==> src/rtl/div_iter.sv <==
// -----------------------------------------------------------------------------
// div_iter -- iterative radix-2 restoring divider (EX-stage divide responder)
//
// Produces one quotient bit per clock, MSB first, over WIDTH cycles. Signed
// operation divides magnitudes and fixes the result signs on completion
// (truncating division: remainder takes the dividend's sign). Divide-by-zero
// bypasses the iteration and returns {dividend, all-ones}.
//
// Ports
//   clk         rising-edge clock
//   rst         synchronous active-high reset
//   start_i     request, held high by EX while waiting; dropping it cancels
//   annul_i     pipeline flush; aborts any operation (wins over start_i)
//   signed_i    1 = signed divide, 0 = unsigned
//   dividend_i  dividend, sampled in IDLE when a request is accepted
//   divider_i   divisor, sampled together with dividend_i
//   result_o    {remainder, quotient}, registered, changes only on success
//   success_o   one-cycle pulse, result_o valid
//   busy_o      high while iterating
// -----------------------------------------------------------------------------
module div_iter #(
    parameter int WIDTH = 32
) (
    input  logic                 clk,
    input  logic                 rst,
    input  logic                 start_i,
    input  logic                 annul_i,
    input  logic                 signed_i,
    input  logic [WIDTH-1:0]     dividend_i,
    input  logic [WIDTH-1:0]     divider_i,
    output logic [2*WIDTH-1:0]   result_o,
    output logic                 success_o,
    output logic                 busy_o
);

    localparam logic [1:0] ST_IDLE  = 2'd0;
    localparam logic [1:0] ST_CALC  = 2'd1;
    localparam logic [1:0] ST_DZERO = 2'd2;
    localparam logic [1:0] ST_DONE  = 2'd3;

    localparam int              CW        = $clog2(WIDTH + 1);
    localparam logic [CW-1:0]   CNT_LAST  = CW'(WIDTH - 1);
    localparam logic [CW-1:0]   CNT_ONE   = CW'(1);
    localparam logic [CW-1:0]   CNT_ZERO  = CW'(0);
    localparam logic [WIDTH-1:0] W_ZERO   = {WIDTH{1'b0}};
    localparam logic [WIDTH-1:0] W_ONES   = {WIDTH{1'b1}};

    // Two's-complement negate; the most negative value maps onto itself,
    // which is exactly the unsigned magnitude we want for it.
    function automatic logic [WIDTH-1:0] negate(input logic [WIDTH-1:0] v);
        return (~v) + {{(WIDTH-1){1'b0}}, 1'b1};
    endfunction

    // Magnitude of a signed operand.
    function automatic logic [WIDTH-1:0] magnitude(input logic [WIDTH-1:0] v);
        return v[WIDTH-1] ? negate(v) : v;
    endfunction

    logic [1:0]         state_r;
    logic [CW-1:0]      cnt_r;
    logic [WIDTH-1:0]   dvd_r;      // dividend shifting out MSB-first, quotient bits shifting in
    logic [WIDTH-1:0]   dsr_r;      // divisor magnitude
    logic [WIDTH-1:0]   rem_r;      // partial remainder
    logic               sign_q_r;
    logic               sign_r_r;
    logic [2*WIDTH-1:0] result_r;
    logic               success_r;
    logic               busy_r;

    logic [WIDTH-1:0]   partial_s;
    logic [WIDTH:0]     trial_s;
    logic               qbit_s;
    logic [WIDTH-1:0]   rem_next_s;
    logic [WIDTH-1:0]   quot_next_s;
    logic [WIDTH-1:0]   rem_fin_s;
    logic [WIDTH-1:0]   quot_fin_s;
    logic               abort_s;

    // One restoring step plus the sign-corrected final values.
    // The partial remainder can only reach the top bit on the last step, so
    // dropping rem_r's MSB on the shift never loses information.
    always_comb begin
        partial_s   = {rem_r[WIDTH-2:0], dvd_r[WIDTH-1]};
        trial_s     = {1'b0, partial_s} - {1'b0, dsr_r};
        qbit_s      = ~trial_s[WIDTH];
        if (qbit_s) begin
            rem_next_s = trial_s[WIDTH-1:0];
        end else begin
            rem_next_s = partial_s;
        end
        quot_next_s = {dvd_r[WIDTH-2:0], qbit_s};
        if (sign_q_r) begin
            quot_fin_s = negate(quot_next_s);
        end else begin
            quot_fin_s = quot_next_s;
        end
        if (sign_r_r) begin
            rem_fin_s = negate(rem_next_s);
        end else begin
            rem_fin_s = rem_next_s;
        end
        abort_s     = annul_i | ~start_i;
    end

    // Control FSM, operand capture, iteration datapath and output registers.
    always_ff @(posedge clk) begin
        if (rst) begin
            state_r   <= ST_IDLE;
            cnt_r     <= CNT_ZERO;
            dvd_r     <= W_ZERO;
            dsr_r     <= W_ZERO;
            rem_r     <= W_ZERO;
            sign_q_r  <= 1'b0;
            sign_r_r  <= 1'b0;
            result_r  <= {W_ZERO, W_ZERO};
            success_r <= 1'b0;
            busy_r    <= 1'b0;
        end else begin
            success_r <= 1'b0;
            case (state_r)
                ST_IDLE: begin
                    if (start_i && !annul_i) begin
                        cnt_r    <= CNT_ZERO;
                        rem_r    <= W_ZERO;
                        sign_q_r <= signed_i & (dividend_i[WIDTH-1] ^ divider_i[WIDTH-1]);
                        sign_r_r <= signed_i & dividend_i[WIDTH-1];
                        dsr_r    <= signed_i ? magnitude(divider_i) : divider_i;
                        if (divider_i == W_ZERO) begin
                            // Divide-by-zero reports the raw dividend as remainder.
                            dvd_r   <= dividend_i;
                            state_r <= ST_DZERO;
                        end else begin
                            dvd_r   <= signed_i ? magnitude(dividend_i) : dividend_i;
                            busy_r  <= 1'b1;
                            state_r <= ST_CALC;
                        end
                    end else begin
                        state_r <= ST_IDLE;
                    end
                end
                ST_CALC: begin
                    if (abort_s) begin
                        busy_r  <= 1'b0;
                        state_r <= ST_IDLE;
                    end else begin
                        rem_r <= rem_next_s;
                        dvd_r <= quot_next_s;
                        cnt_r <= cnt_r + CNT_ONE;
                        if (cnt_r == CNT_LAST) begin
                            result_r  <= {rem_fin_s, quot_fin_s};
                            success_r <= 1'b1;
                            busy_r    <= 1'b0;
                            state_r   <= ST_DONE;
                        end else begin
                            state_r <= ST_CALC;
                        end
                    end
                end
                ST_DZERO: begin
                    if (abort_s) begin
                        state_r <= ST_IDLE;
                    end else begin
                        result_r  <= {dvd_r, W_ONES};
                        success_r <= 1'b1;
                        state_r   <= ST_DONE;
                    end
                end
                ST_DONE: begin
                    // No handshake wait: a still-high start_i re-issues from IDLE.
                    state_r <= ST_IDLE;
                end
                default: begin
                    busy_r  <= 1'b0;
                    state_r <= ST_IDLE;
                end
            endcase
        end
    end

    assign result_o  = result_r;
    assign success_o = success_r;
    assign busy_o    = busy_r;

endmodule
==> config.mk <==
export PLATFORM = sky130hd
export DESIGN_NAME = div_iter
export DESIGN_NICKNAME = d
export VERILOG_FILES = /design/src/rtl/div_iter.sv
export SDC_FILE = /design/constraint.sdc
export NUM_CORES = 1
export LEC_CHECK = 0
export CAP_MARGIN = 20
export CORE_ASPECT_RATIO = 0.8
export CORE_MARGIN = 4
export CORE_UTILIZATION = 38
export CTS_CLUSTER_DIAMETER = 200
export DETAILED_ROUTE_END_ITERATION = 12
export PLACE_DENSITY = 0.62
export SLEW_MARGIN = 5
export SYNTH_ARGS = -nofsm -noshare
export SYNTH_HDL_FRONTEND = slang
export SYNTH_SLANG_ARGS = --single-unit
==> constraint.sdc <==
create_clock -name clk -period 6.5 [get_ports clk]
set_clock_uncertainty 0.2 [all_clocks]
set_input_delay 1.3 -clock clk [delete_from_list [all_inputs] [get_ports clk]]
set_output_delay 1.3 -clock clk [all_outputs]
set_load 0.03 [all_outputs]
==> results of run 1 <==
[layer usage]
layer  GRT usage (%)  share of wire, %  up-vias  wire length [µm]
met5               0                 0        -                 0
met4            5.26               1.6        0               646
met3            4.05               5.9       38              2370
met2            32.5                42      360             16600
met1            34.2                51     5816             20200
li1                -                 -     6075                 -
[per-stage QoR]
step                      power (W)  utilization (%)  worst slack [ps]  area [µm²]
final                       0.00271             45.5              1160       14300
after global routing        0.00282             45.5               695       14300
after CTS                   0.00272             45.4              1240       14300
after detailed placement    0.00166             43.5              1040       13700
after global placement      0.00165             43.5              1130       13700
after floorplan             0.00148                -              1190       12100
[cell type report]
class	count	area share (%)
inverter	56	1.47
sequential	171	23.9
antenna	1	0.0175
tap	420	3.67
clock inverter	15	1.15
multi-input combinational	1335	56.3
timing repair buffer	152	10.5
clock buffer	17	2.97
[critical path, stage by stage, from the launching register on]
cell	delay, ps
dfxtp_1	330
inv_1	70
ha_1	440
a21oi_1	290
o21ai_0	190
nor3b_1	210
o211ai_1	340
nand3_2	250
o21ai_0	420
ha_1	270
nand2b_1	80
nor4_1	460
nor3b_1	300
mux2_2	220
nand3b_1	160
or2_1	280
o31ai_1	260
mux2_2	360
a21oi_1	130
[layout by cell type (no fill, tap or decap), types with 6 or more instances in the layout]
cell,n
a21oi_1,138
nand3_1,22
clkdlybuf4s50_1,133
xnor2_1,41
o211ai_1,19
nor3b_1,12
o21ai_0,132
inv_1,56
a22oi_1,19
nor2b_1,12
nand2b_1,12
o21a_1,6
a21o_1,15
or3_1,32
ha_1,39
nand2_1,246
nor3_1,22
nor4_1,21
a311oi_1,6
a31oi_1,9
or4_1,12
and2_1,13
nand4_1,11
mux2i_1,19
nor2_1,184
a211oi_1,71
xor2_1,81
o31ai_1,24
and3_1,7
dfxtp_1,171
o41ai_1,13
clkbuf_16,17
buf_4,17
[sequential cells by signal, indices dropped and copies added (netlist names)]
| name | count |
|---|---|
| dvd_r | 32 |
| sign_q_r | 1 |
| sign_r_r | 1 |
| busy_o | 1 |
| dsr_r | 32 |
| cnt_r | 6 |
| rem_r | 31 |
| state_r | 2 |
| success_o | 1 |
| result_o | 64 |
[worst paths after layout]
| path | endpoint | depth (start not counted) | startpoint |
|---|---|---|---|
| setup / recovery | result_o[60] | 18 | dsr_r[19] |
| hold / removal | result_o[42] | 2 | result_o[42] |
| hold reg to reg | result_o[42] | 2 | result_o[42] |
| setup reg to reg | result_o[60] | 18 | dsr_r[19] |
[kinds of logic (layout without fill, tap and decap cells)]
kind of cell,Yosys count,after routing,synth area share (%)
XOR/XNOR,122,122,8.84
other,0,1,0
flip-flops,171,171,28.3
AND/OR/NAND/NOR,640,640,24.4
AO/OA/AOI/OAI,509,509,26.9
multiplexers,23,23,1.95
buffers and inverters,167,240,5.25
adder cells (fa/ha/maj),41,41,4.31
[power groups by stage]
stage               Clock, W  Combinational [W]  Sequential [W]
global route         0.00111           0.000595         0.00112
CTS                  0.00108           0.000526         0.00111
global placement           0           0.000519         0.00114
detailed placement         0           0.000523         0.00114
floorplan                  0           0.000364         0.00112
finish               0.00106           0.000533         0.00111
==> metrics.txt, run 1 <==
Post-CTS Resized=0; DR iter-0 viols=1,123; vias in the first global route=11,300; Synth area leader=dfxtp_1; Leak=5.13 nW; number of enable flip-flop cells after synthesis=0; Synth Register Bits=171; Comb power frac=19.7%; critical path peak fanout=11; Multi-input gate area=8060 µm²; Syn-to-layout area delta=18.4%; Via density=5.67; post-synthesis async set-or-reset flop share=0%; TritonCTS Buffers=17; clk slew on worst S/H paths=70 ps; critical path endpoint category=register; PortBufs=134; Setup crit start kind=register; largest net degree at the start of global routing=83; sequential-to-total area share from yosys stat=28.3%; prevailing post-synth register cell=dfxtp_1; unrepaired setup endpoints after global routing=false; largest cells by area after synthesis=dfxtp_1, nand2_1, xor2_1; average wire per standard cell=18.4 µm; grt ovf=0; CTS Hold Bufs=0; status=complete, no violations; Post-Syn Instances=1,673; share of post-route cells with drive strength above 1=4.58%; final hold slack=251 ps; DP HPWL=30,400 µm; max_slew headroom=37.2%; Post-Layout Cell Count=2,167; drt pass-1 iters=5; die area=34,700 µm²; core footprint=31,400 µm²; Yosys cell types=77; total track usage=22.4%; Die Height=168 µm; postcts setup bufs=0; IO Pins=135; crit share post-route=82.1%; post-synth top area share=28.3%; minimum clock period=5340 ps; WP data required=6670 ps; final setup fails=0; Root Buffer=clkbuf_16; Sw Share=31.6%; YS warnings=0; initial antenna violation count=0; Mapped Area=12,100 µm²; final wirelength=39,800 µm; synthesized area per cell=7.22 µm²; Clk pwr share=39.1%; Clock Latency Late Sink=450 ps; Reg area=3420 µm²; Final #Nets=1,843; top post-synthesis cells by count=nand2_1, nor2_1, dfxtp_1, a21oi_1, o21ai_0; crit path kind=reg2reg; Filler cells=3,201; syn_nets=1,783; critical path arrival=5510 ps; Rows=58; Fin. Hold Viols=0; Routability Congestion=0.898; CTS Buffer Depth=2; DRC=0; first-pass GRT wire length=63,500 µm; Sink Count=171; Die W=207 µm; antenna-violating nets left=0; switching pwr=0.000855 W; Tightest Pin Transition=940 ps; Tightest Hold Check Type=reg2reg; power density cells=189 nW/µm²; dpl cells=2,132; Fin Setup TNS=0 ps; Slew Limit Fails=0; Seq pwr share=41.2%; worst reg2reg setup slack=1160 ps; number of max-cap violations=0; TritonCTS clock tree=done; detailed-route via count=12,300; Worst VDD drop=0.177 mV; fmax=187 MHz; CTS H-Tree Depth=4; P_int=0.00185 W; Starting Density=38.5%; top-count cell post-synth=nand2_1
No activity file was read; power rests on OpenSTA's default activity.
==> run 2, diff against run 1 <==
Settings changed: PLACE_DENSITY 0.62 to 0.64.
Clock period 6.5 ns to 4.45 ns, I/O delays scaled along.
==> metrics.txt, run 2 (synthesis results as in run 1) <==
status=finished with violations; failing checks=setup timing; Fin Setup TNS=-40.9 ps (-40.9 ps); leading cell type in the layout, fill and taps excluded=nand2_1; DP Area=15,100 µm² (+10%); die area=34,700 µm² (unchanged); DP HPWL=32,800 µm (+7.8%); Clock Latency Late Sink=450 ps (about the same); core footprint=31,400 µm² (unchanged); Post-Layout Cell Count=2,353 (+8.6%); DRC=0 (unchanged); most frequent cells in the layout=nand2_1, buf_4, nor2_1, dfxtp_1, clkdlybuf4s50_1; share of post-route cells with drive strength above 1=17.2% (+13 points); fmax=223 MHz (+19%); first-pass GRT wire length=67,400 µm (+6.2%); Die Height=168 µm (unchanged); pre-CTS setup slack=-357 ps (-1400 ps); initial antenna violation count=0 (unchanged); Reg2Reg Depth=21 (+3); Tightest Hold Check Type=reg2reg; vias in the first global route=12,300 (+8.4%); Rows=58 (unchanged); Worst VDD drop=0.280 mV (+58%); Die W=207 µm (unchanged); CTS Hold Bufs=0 (unchanged); Syn-to-layout area delta=34.2%; clk slew on worst S/H paths=70 ps (about the same); Starting Density=38.5% (unchanged); Filler cells=2,963 (-7.4%); TritonCTS clock tree=done; r2r endpoint=result_o[60]; largest net degree at the start of global routing=71 (-14%); drt pass-1 iters=8 (+3); n_diodes=0 (-1); final wirelength=42,800 µm (+7.4%); minimum clock period=4490 ps (-847 ps); final core occ=51.6% (+6.1 points); Sink Count=171 (unchanged); Setup crit start kind=register; Root Buffer=clkbuf_16; worst setup margin=-40.9 ps (-1200 ps); DR iter-0 viols=1,202 (+7.0%); critical path peak fanout=4 (-7); crit path kind=reg2reg; max_slew headroom=31.5% (-5.6 points); final setup fails=1 (+1); FF-to-FF Start=dsr_r[15]; unrepaired setup endpoints after global routing=true; Leak=6.18 nW (+20%); IO Pins=135 (unchanged); worst reg2reg setup slack=-40 ps (-1200 ps); Hold Path End=result_o[40]; antenna-violating nets left=0 (unchanged); dpl cells=2,309 (+8.3%); total track usage=23.6% (+1.3 points); WHS Path Cells=2 (unchanged); Tightest Pin Transition=1020 ps (+84.2 ps); grt ovf=0 (unchanged); crit share post-route=101% (+19 points); Fin. Hold Viols=0 (unchanged); detailed-route via count=13,300 (+7.9%); PortBufs=134 (unchanged); power density cells=262 nW/µm² (+38%); CTS Buffer Depth=2 (unchanged); WP data required=4630 ps (-2040 ps); number of flip-flops under the largest register name=64 (unchanged); average wire per standard cell=18.2 µm (-1.1%); Routability Congestion=0.955 (+6.4%); critical path endpoint category=register; Slew Limit Fails=0 (unchanged); Hold Startpoint=result_o[40]; TritonCTS Buffers=17 (unchanged); critical path arrival=4680 ps (-830 ps); Via density=5.64 (-0.61%); number of max-cap violations=0 (unchanged); CTS H-Tree Depth=4 (unchanged); Final #Nets=2,030 (+10%); Finished Cell Area=16,200 µm² (+13%)
## run 2: changes by cell type in the layout (fill, tap and decap cells not counted), sizes merged
cell / previous run / this run
clkinvlp: 4 / 2
buf: 19 / 206
diode: 1 / 0
bufinv: 2 / 4
## run 2: layout make-up
cell class	instances	area [µm²]	area share, %
repair buffers	339	2920	18.0
inverters	56	210	1.30
flip-flops and latches	171	3440	21.2
clock inverters	15	209	1.29
well taps	420	526	3.24
multi-input cells	1335	8490	52.4
clock buffers	17	425	2.62
## run 2: worst max-delay path, cell delays in order (launching register included)
cell and delay, ps:
dfxtp_1 330, inv_1 70, ha_1 310, nand4_1 160
a2111o_1 340, a31oi_1 170, buf_4 150, o21ai_2 60
nand3_2 140, buf_6 120, nand2_1 80, o21ai_4 90
ha_4 160, nand2_2 60, a2111o_1 410, nor4_2 300
mux2_4 200, nand3b_1 100, or2_1 270, o31ai_2 260
mux2_4 330, a21oi_2 100
## run 2: per-stage QoR
stage	total power, W	hold WS [ps]
3_5_place_dp	0.00255	246
4_1_cts	0.00421	256
5_1_grt	0.00442	268
2_1_floorplan	0.00217	232
3_3_place_gp	0.00254	244
6_report	0.00425	255
## run 2: repair_timing
item | 4_1_cts | 5_1_grt
buffers inserted | 7 | 5
resized for setup | 30 | 57
cloned | 0 | 0
setup endpoints to repair | 11 | 52
pin swaps | 15 | 23
## run 2: routing by layer
layer / up-vias / GRT usage [%] / wire [µm]
met5: - / 0 / 0
met4: 0 / 4.77 / 711
met3: 50 / 4.42 / 3140
met2: 491 / 35.1 / 18100
met1: 6267 / 35.7 / 20900
li1: 6455 / - / -
## run 2: report_power, final
| part | leakage [nW] | internal [W] | switching (W) |
|---|---|---|---|
| sequential | 1.39 | 0.00157 | 0.0000561 |
| clock | 0.307 | 0.000951 | 0.000700 |
| combinational | 4.48 | 0.000421 | 0.000551 |
## run 2: how the worst max path moves through the flow
stage / startpoint / slack, ps / endpoint / cells after the start
3_3_place_gp: divider_i[0] / -340 / dvd_r[31] / 15
5_1_grt: dvd_r[31] / -220 / result_o[60] / 22
6_report: dsr_r[15] / -40 / result_o[60] / 21
3_5_place_dp: divider_i[0] / -360 / dvd_r[31] / 15
4_1_cts: dsr_r[22] / 10 / result_o[60] / 20
2_1_floorplan: dvd_r[31] / -140 / result_o[60] / 24
==> run 3, diff against run 2 <==
Settings changed: REMOVE_ABC_BUFFERS from default to 1.
==> metrics.txt, run 3 (synthesis results as in run 1) <==
initial antenna violation count=1 (+1); Via density=5.58 (-0.99%); Hold Path End=result_o[40]; number of flip-flops under the largest register name=64 (unchanged); final wirelength=40,900 µm (-4.4%); WP data required=4550 ps (-80 ps); critical path cell sequence=ha_1 > buf_4 > a21oi_4 > o221ai_2 > o211ai_1 > nand3_2 > o21ai_2 > ha_2 > buf_4 > nand2_2 > a2111o_1 > nor4_2 > mux2_4 > nand3b_1 > or2_4 > buf_4 > o31ai_4 > mux2i_1 > a211oi_1; r2r endpoint=result_o[58]; Leak=6.18 nW (about the same); WHS Path Cells=2 (unchanged); Final #Nets=2,033 (+0.15%); DP HPWL=30,600 µm (-6.8%); grt ovf=0 (unchanged); TritonCTS clock tree=done; Fin Setup TNS=0 ps (+40.9 ps); Sink Count=171 (unchanged); PortBufs=134 (unchanged); final core occ=51.5% (-0.13 points); power density cells=253 nW/µm² (-3.4%); IO Pins=135 (unchanged); most frequent cells in the layout=nand2_1, buf_4, nor2_1, dfxtp_1, a21oi_1; CTS Buffer Depth=2 (unchanged); Fin. Hold Viols=0 (unchanged); DR iter-0 viols=1,076 (-10%); FF-to-FF Start=rem_r[23]; Root Buffer=clkbuf_16; critical path endpoint category=register; Die Height=168 µm (unchanged); slowest stage delay, CP=400 ps (about the same); Rows=58 (unchanged); share of post-route cells with drive strength above 1=17.6% (+0.39 points); detailed-route via count=13,100 (-0.86%); final setup fails=0 (-1); DRC=0 (unchanged); leading cell type in the layout, fill and taps excluded=nand2_1; CP dominant cell by count=buf_4; Worst VDD drop=0.261 mV (-6.8%); die area=34,700 µm² (unchanged); fmax=226 MHz (+1.4%); crit share post-route=99.5% (-1.4 points); number of max-cap violations=0 (unchanged); DP Area=15,100 µm² (+0.16%); Top Family by Delay on Critical Path=compound AO/OA/AOI/OAI gates; slowest CP cell=o211ai_1; CTS H-Tree Depth=4 (unchanged); Tightest Hold Check Type=reg2reg; critical path peak fanout=6 (+2); Finished Cell Area=16,200 µm² (-0.25%); critical path arrival=4530 ps (-150 ps); clk slew on worst S/H paths=70 ps (about the same); Reg2Reg Depth=19 (-9.5%); Hold Startpoint=result_o[40]; Critical Path Stages=19 (-9.5%); Slew Limit Fails=0 (unchanged); Starting Density=38.5% (unchanged); drt pass-1 iters=5 (-3); Tightest Pin Transition=757 ps (-268 ps); Routability Congestion=0.989 (+3.6%); first-pass GRT wire length=65,600 µm (-2.7%); TritonCTS Buffers=17 (unchanged); max_slew headroom=49.2% (+18 points); Syn-to-layout area delta=33.9%; total track usage=22.7% (-0.96 points); average wire per standard cell=17.4 µm (-4.5%); crit path buf inv count=3 (unchanged); Clock Latency Late Sink=440 ps (about the same); largest net degree at the start of global routing=117 (+65%); Setup crit start kind=register; core footprint=31,400 µm² (unchanged); vias in the first global route=12,500 (+1.6%); antenna-violating nets left=0 (unchanged); crit path kind=reg2reg; status=complete, no violations; n_diodes=0 (unchanged); Die W=207 µm (unchanged); unrepaired setup endpoints after global routing=true; minimum clock period=4430 ps (-62.6 ps); worst reg2reg setup slack=20 ps (+60 ps)
==> run 3: worst max-delay path by stage <==
stage / end / slack [ps] / startpoint
finish: result_o[58] / 20 / rem_r[23]
global route: result_o[58] / -130 / dsr_r[23]
CTS: result_o[60] / -7 / dsr_r[11]
detailed placement: dvd_r[31] / -610 / divider_i[1]
global placement: dvd_r[31] / -490 / divider_i[0]
floorplan: result_o[63] / -1550 / state_r[1]
==> run 3: power by group <==
part	switching [W]	total, W	internal (W)
sequential	0.0000439	0.00161	0.00157
clock	0.000681	0.00151	0.000832
combinational	0.000548	0.000965	0.000417
total	0.00127	0.00409	0.00282
==> run 3: per-layer routing <==
metal	wire, µm	global-route usage [%]
met5	0	0
met4	631	5.03
met3	2570	3.35
met2	18200	36.0
met1	19500	32.8
==> run 3: metrics by stage <==
step / power, W / setup slack (ps) / hold slack, ps / instances
5_1_grt: 0.00427 / -131 / 268 / 2356
6_report: 0.00409 / 21.7 / 252 / 2356
3_3_place_gp: 0.00251 / -487 / 243 / 2314
3_5_place_dp: 0.00253 / -606 / 246 / 2314
2_1_floorplan: 0.00213 / -1550 / 226 / 1562
4_1_cts: 0.00407 / -6.65 / 254 / 2354
==> run 3: worst reg2reg max path: cells and delay by family (launching register included) <==
kind | cells | cell delay [ps]
compound gates | 7 | 1520
flops | 1 | 340
buf+inv | 3 | 400
fa+ha+maj | 2 | 530
simple gates | 5 | 870
mux | 2 | 430
==> run 3: cell type report <==
class / instances / area [µm²]
timing repair buffer: 342 / 2970
tap: 420 / 526
multi-input combinational: 1335 / 8460
inverter: 56 / 210
clock buffer: 19 / 433
fill: 3050 / 15200
sequential: 171 / 3440
clock inverter: 13 / 144
==> run 3: timing repair <==
action | in CTS | in global routing
setup buffers | 8 | 2
setup endpoints to repair | 14 | 45
hold buffers | 0 | 0
pin swaps | 19 | 17
resized for setup | 45 | 50
